===== src/rtl/nibble_add_sequencer.sv =====
// rtl/nibble_add_sequencer.sv - multi-digit adder sharing one 4-bit CLA, LS nibble first
//
// nibble_add_sequencer: adds two DIGITS-nibble operands one nibble per clock
// through a single CLA4bit, with optional per-digit BCD correction.
// Ports:
//   clk, rst        clock (rising edge), synchronous active-high reset
//   start           request, sampled only while idle
//   A, B, CI        operands and carry-in, captured when start is accepted
//   busy            high from the cycle after acceptance through the done cycle
//   done            one-cycle pulse; SUM/CO/err valid from this cycle
//   SUM, CO, err    registered result, held until the next done
// CLA4bit: 4-bit carry-lookahead adder (A, B, CI -> SUM, CO).

module CLA4bit (
  input  logic [3:0] A,
  input  logic [3:0] B,
  input  logic       CI,
  output logic [3:0] SUM,
  output logic       CO
);
  logic [3:0] p;
  logic [3:0] g;
  logic [4:0] c;

  assign p = A ^ B;
  assign g = A & B;

  // Each carry is expanded in terms of generate/propagate and CI only.
  assign c[0] = CI;
  assign c[1] = g[0] | (p[0] & CI);
  assign c[2] = g[1] | (p[1] & g[0]) | (p[1] & p[0] & CI);
  assign c[3] = g[2] | (p[2] & g[1]) | (p[2] & p[1] & g[0]) | (p[2] & p[1] & p[0] & CI);
  assign c[4] = g[3] | (p[3] & g[2]) | (p[3] & p[2] & g[1]) | (p[3] & p[2] & p[1] & g[0])
              | (p[3] & p[2] & p[1] & p[0] & CI);

  assign SUM = p ^ c[3:0];
  assign CO  = c[4];
endmodule

module nibble_add_sequencer #(
  parameter int DIGITS = 4,
  parameter bit BCD    = 1'b1
) (
  input  logic                clk,
  input  logic                rst,
  input  logic                start,
  input  logic [4*DIGITS-1:0] A,
  input  logic [4*DIGITS-1:0] B,
  input  logic                CI,
  output logic                busy,
  output logic                done,
  output logic [4*DIGITS-1:0] SUM,
  output logic                CO,
  output logic                err
);
  localparam int W  = 4 * DIGITS;
  localparam int IW = (DIGITS > 1) ? $clog2(DIGITS) : 1;

  typedef enum logic [1:0] {
    S_IDLE,
    S_RUN,
    S_DONE
  } state_t;

  state_t        state;
  state_t        state_next;

  logic [IW-1:0] idx;
  logic [W-1:0]  a_reg;
  logic [W-1:0]  b_reg;
  logic [W-1:0]  acc;
  logic [W-1:0]  acc_next;
  logic          carry;
  logic          carry_next;
  logic          err_flag;

  logic [3:0]    a_nib;
  logic [3:0]    b_nib;
  logic [3:0]    cla_sum;
  logic          cla_co;
  logic [3:0]    digit;
  logic          nib_bad;
  logic          last;

  assign a_nib = a_reg[{idx, 2'b00} +: 4];
  assign b_nib = b_reg[{idx, 2'b00} +: 4];
  assign last  = (idx == IW'(DIGITS - 1));

  CLA4bit u_cla (
    .A   (a_nib),
    .B   (b_nib),
    .CI  (carry),
    .SUM (cla_sum),
    .CO  (cla_co)
  );

  if (BCD) begin : g_bcd
    logic [4:0] raw;
    assign raw = {cla_co, cla_sum};
    // Decimal correction: any raw nibble sum above 9 skips the six unused codes.
    always_comb begin
      digit      = cla_sum;
      carry_next = 1'b0;
      if (raw > 5'd9) begin
        digit      = cla_sum + 4'd6;
        carry_next = 1'b1;
      end
    end
    assign nib_bad = (a_nib > 4'd9) || (b_nib > 4'd9);
  end else begin : g_bin
    assign digit      = cla_sum;
    assign carry_next = cla_co;
    assign nib_bad    = 1'b0;
  end

  // Accumulator with the current digit merged in, so the DONE-entry edge can
  // publish the complete result in the same cycle the last digit lands.
  always_comb begin
    acc_next                      = acc;
    acc_next[{idx, 2'b00} +: 4]   = digit;
  end

  always_ff @(posedge clk) begin
    if (rst) begin
      state <= S_IDLE;
    end else begin
      state <= state_next;
    end
  end

  always_comb begin
    state_next = state;
    busy       = 1'b0;
    done       = 1'b0;
    case (state)
      S_IDLE: begin
        if (start) begin
          state_next = S_RUN;
        end
      end
      S_RUN: begin
        busy = 1'b1;
        if (last) begin
          state_next = S_DONE;
        end
      end
      S_DONE: begin
        busy       = 1'b1;
        done       = 1'b1;
        state_next = S_IDLE;
      end
      default: begin
        state_next = S_IDLE;
      end
    endcase
  end

  always_ff @(posedge clk) begin
    if (rst) begin
      idx      <= '0;
      a_reg    <= '0;
      b_reg    <= '0;
      acc      <= '0;
      carry    <= 1'b0;
      err_flag <= 1'b0;
      SUM      <= '0;
      CO       <= 1'b0;
      err      <= 1'b0;
    end else begin
      case (state)
        S_IDLE: begin
          if (start) begin
            a_reg    <= A;
            b_reg    <= B;
            carry    <= CI;
            idx      <= '0;
            acc      <= '0;
            err_flag <= 1'b0;
          end
        end
        S_RUN: begin
          acc      <= acc_next;
          carry    <= carry_next;
          err_flag <= err_flag | nib_bad;
          if (last) begin
            SUM <= acc_next;
            CO  <= carry_next;
            err <= err_flag | nib_bad;
          end else begin
            idx <= idx + IW'(1);
          end
        end
        default: begin
        end
      endcase
    end
  end
endmodule

===== config.mk =====
export PLATFORM = sky130hd
export DESIGN_NAME = nibble_add_sequencer
export DESIGN_NICKNAME = d
export VERILOG_FILES = /design/src/rtl/nibble_add_sequencer.sv
export SDC_FILE = /design/constraint.sdc
export NUM_CORES = 1
export LEC_CHECK = 0
export ABC_AREA = 1
export CAP_MARGIN = 20
export CORE_UTILIZATION = 35
export DETAILED_ROUTE_END_ITERATION = 10
export GPL_TIMING_DRIVEN = 1
export HOLD_SLACK_MARGIN = 0.03
export RECOVER_POWER = 100
export SYNTH_ARGS = -nofsm -noshare
export SYNTH_HDL_FRONTEND = slang
export SYNTH_SLANG_ARGS = --single-unit

===== constraint.sdc =====
create_clock -name clk -period 3.25 [get_ports clk]
set_clock_uncertainty 0.1 [all_clocks]
set_input_delay 0.65 -clock clk [delete_from_list [all_inputs] [get_ports clk]]
set_output_delay 0.65 -clock clk [all_outputs]
set_load 0.05 [all_outputs]

==> results of run 1 <==
per-layer routing:
metal	up-vias	share of wire [%]	global-route usage, %
met5	-	0	0
met4	0	1.8	7.15
met3	14	3.6	3.12
met2	71	48	30.0
met1	1523	47	21.7
li1	1725	-	-
critical path, cell delays in order, from the launching register on:
cell and delay, ps:
dfxtp_1 430, buf_4 210, o21ai_0 90, o22ai_1 250, ha_1 330, nand2_1 140, nand3_1 90, nand2_1 60
nand2_1 110, ha_1 260, nand2_1 120, nand3_4 100, nand2_4 110, nand2_2 70, nand2_4 80, nand3_2 70
o21ai_2 70, nand2_1 60, a21oi_1 170
cells by family (layout without fill, tap and decap cells):
| family | count (synthesis) | count (layout) | share of synthesized area, % |
|---|---|---|---|
| XOR/XNOR | 1 | 1 | 0.246 |
| AND/OR/NAND/NOR | 227 | 227 | 27.7 |
| flip-flops | 72 | 72 | 40.5 |
| adder cells (fa/ha/maj) | 15 | 15 | 5.49 |
| buffers and inverters | 69 | 130 | 7.57 |
| AO/OA/AOI/OAI | 114 | 114 | 18.4 |
cell usage after synthesis:
cell type / instances
a21oi_4: 1
ha_1: 14
buf_2: 4
o21ai_2: 2
nand3_1: 9
o21bai_2: 2
a22o_1: 1
or2_1: 1
nor2_2: 1
clkinv_2: 1
clkbuf_1: 15
o22ai_1: 9
nor2_1: 59
fa_1: 1
o21ai_1: 23
a211oi_1: 2
o21ai_0: 17
nand3_4: 1
nand3_2: 2
buf_4: 1
nand2_1: 132
xor2_1: 1
nor4_2: 1
nand2_2: 7
inv_1: 41
a21oi_2: 8
nand3b_1: 2
dfxtp_1: 72
o32ai_1: 1
buf_1: 3
inv_2: 4
nand2_4: 4
nand4_2: 1
a21oi_1: 48
nand4_1: 7
layout make-up:
type,count,area share [%]
Sequential cell,72,32.4
Tap cell,133,3.74
Clock buffer,10,2.87
Timing Repair Buffer,68,14.6
Inverter,46,4.05
Clock inverter,6,1.55
Multi-Input combinational cell,357,40.8
per-stage QoR:
stage               cell area, um^2  util, %  worst slack (ps)  power [mW]  instances
CTS                            4460     45.4               197        2.32        689
floorplan                      3550        -               421        1.43        498
global route                   4450     45.3              38.4        2.43        692
global placement               4260     43.4               327        1.59        673
finish                         4450     45.3               250        2.30        692
detailed placement             4260     43.4               208        1.60        673
what timing repair did:
action,in CTS,in global routing
buffers inserted,0,3
endpoints found under the setup margin,0,10
resized for setup,0,4
worst max path at each step:
stage	startpoint	end	slack (ps)	cells after the start
floorplan	idx[0]	acc[5]	420	19
global placement	idx[1]	acc[7]	330	16
detailed placement	idx[1]	acc[9]	210	18
CTS	idx[1]	acc[9]	200	18
global route	idx[0]	acc[10]	40	18
finish	idx[0]	acc[9]	250	18
report_power, final:
| part | switching [mW] | internal (mW) |
|---|---|---|
| sequential | 0.0239 | 0.918 |
| combinational | 0.412 | 0.232 |
| clock | 0.355 | 0.357 |
==> flow_summary_export.csv, run 1 <==
group,metric,value,unit
outcome,run_status,"completed",
sta,tightest_slew,1250,ps
yosys,synth_top_cell_by_area,"dfxtp_1",
final_layout,layout-drive-gt1-share,9.84,%
die,num_rows,36,
final_layout,final_common_cell,"nand2_1",
worst_setup_path,start_kind,"flop",
global_route,grt_max_degree,38,
clock_tree,clkTransAtPathRegs,90,ps
worst_setup_path,r2r-start,"idx[0]",
run,max_cap_viol_count,0,
worst_setup_path,crit_path_max_fanout,10,
pwr,leakage,1.95,nW
route,final_antenna_net_count,0,
final_layout,diodes,0,
pwr,powerDensity,516,nW/um^2
clock_tree,cts.sinks,72,
clock_tree,clk-insertion-delay-late,350,ps
placed_design,hpwl,6030,um
final_layout,fillCellCount,1057,
hold_path,min_path_cells,2,
sta,fin_crit_sh,92.3,%
final_layout,areaGrowthSynthToFinish,25.3,%
route,dr.first_iter.drc_count,120,
global_route,grt_overflow,0,
sta,fin_hold_ws,366,ps
route,remaining_drc_errors,0,
yosys,syn_area_per_cell,7.14,um^2
route,wire_per_inst,12.3,um
global_route,grt_use_total,17.5,%
final_layout,fin_nets,605,
clock_tree,cts_hold_buf,0,
sta,fin_crit,3000,ps
sta,setup_tns,0,ps
die,die_y,103,um
worst_setup_path,r2r_cells,18,
worst_setup_path,r2r_setup_slack,250,ps
die,initial_core_util,36.2,%
yosys,syn_area,3550,um^2
worst_setup_path,r2r_end,"acc[9]",
placed_design,io_buffers,55,
yosys,synth_area_leaders,"dfxtp_1 41%, nand2_1 14%, a21oi_1 6.8%",
sta,relSlewSlack,16.8,%
final_layout,seqCellArea,1440,um^2
route,vias,3333,
sta,rsz0062_at_grt,"no",
die,die_w,103,um
yosys,synth_warnings,0,
global_route,grt_pass1_vias,3163,
route,avgViaCountPerCell,4.82,
clock_tree,root_buffer,"clkbuf_8",
route,wl,8540,um
final_layout,multi_input_area,1820,um^2
sta,setup_viol,0,
worst_setup_path,critical_path_class,"reg2reg",
global_route,grt_pass1_wl,14400,um
sta,clock.fmax,333,MHz
yosys,synth.top_cell.area_share,40.5,%
yosys,ys_seq_area_share,40.5,%
clock_tree,clockBufferDepth,2,
die,coreArea,9820,um^2
global_route,antenna_found_initial,0,
yosys,synth-seq-cells,72,
placed_design,place_congestion,0.848,
hold_path,hp-start,"a_reg[5]",
yosys,synth_nets,549,
route,dr.pass1.iters,5,
clock_tree,htreeDepth,3,
hold_path,holdPathEnd,"a_reg[5]",
worst_setup_path,worst_ep_arrival_time,3180,ps
yosys,synth_cells,498,
die,ios,56,
clock_tree,cts_tree,"done",
die,fp.dieArea,10600,um^2
worst_setup_path,cp-end-kind,"flop",
clock_tree,numCtsBuffers,9,
pwr,vdd_ir_drop_max,204,uV
final_layout,layout_common_cells,"132 x nand2_1, 71 x dfxtp_1, 59 x nor2_1",
yosys,synth_cell_types,35,
hold_path,hold_path_class,"reg2reg",
sta,hold_viol_final,0,
sta,drv_slew,0,
worst_setup_path,required,3430,ps
Power figures use the tool's default switching activity.
==> run 2: changes to the inputs <==
--- a/config.mk
+++ b/config.mk
@@ -8,6 +8,7 @@
 export ABC_AREA = 1
 export CAP_MARGIN = 20
 export CORE_UTILIZATION = 35
+export CTS_CLUSTER_SIZE = 20
 export DETAILED_ROUTE_END_ITERATION = 10
 export GPL_TIMING_DRIVEN = 1
 export HOLD_SLACK_MARGIN = 0.03
==> results of run 2 <==
The final DEF is identical to that of run 1; final timing and power are the same.
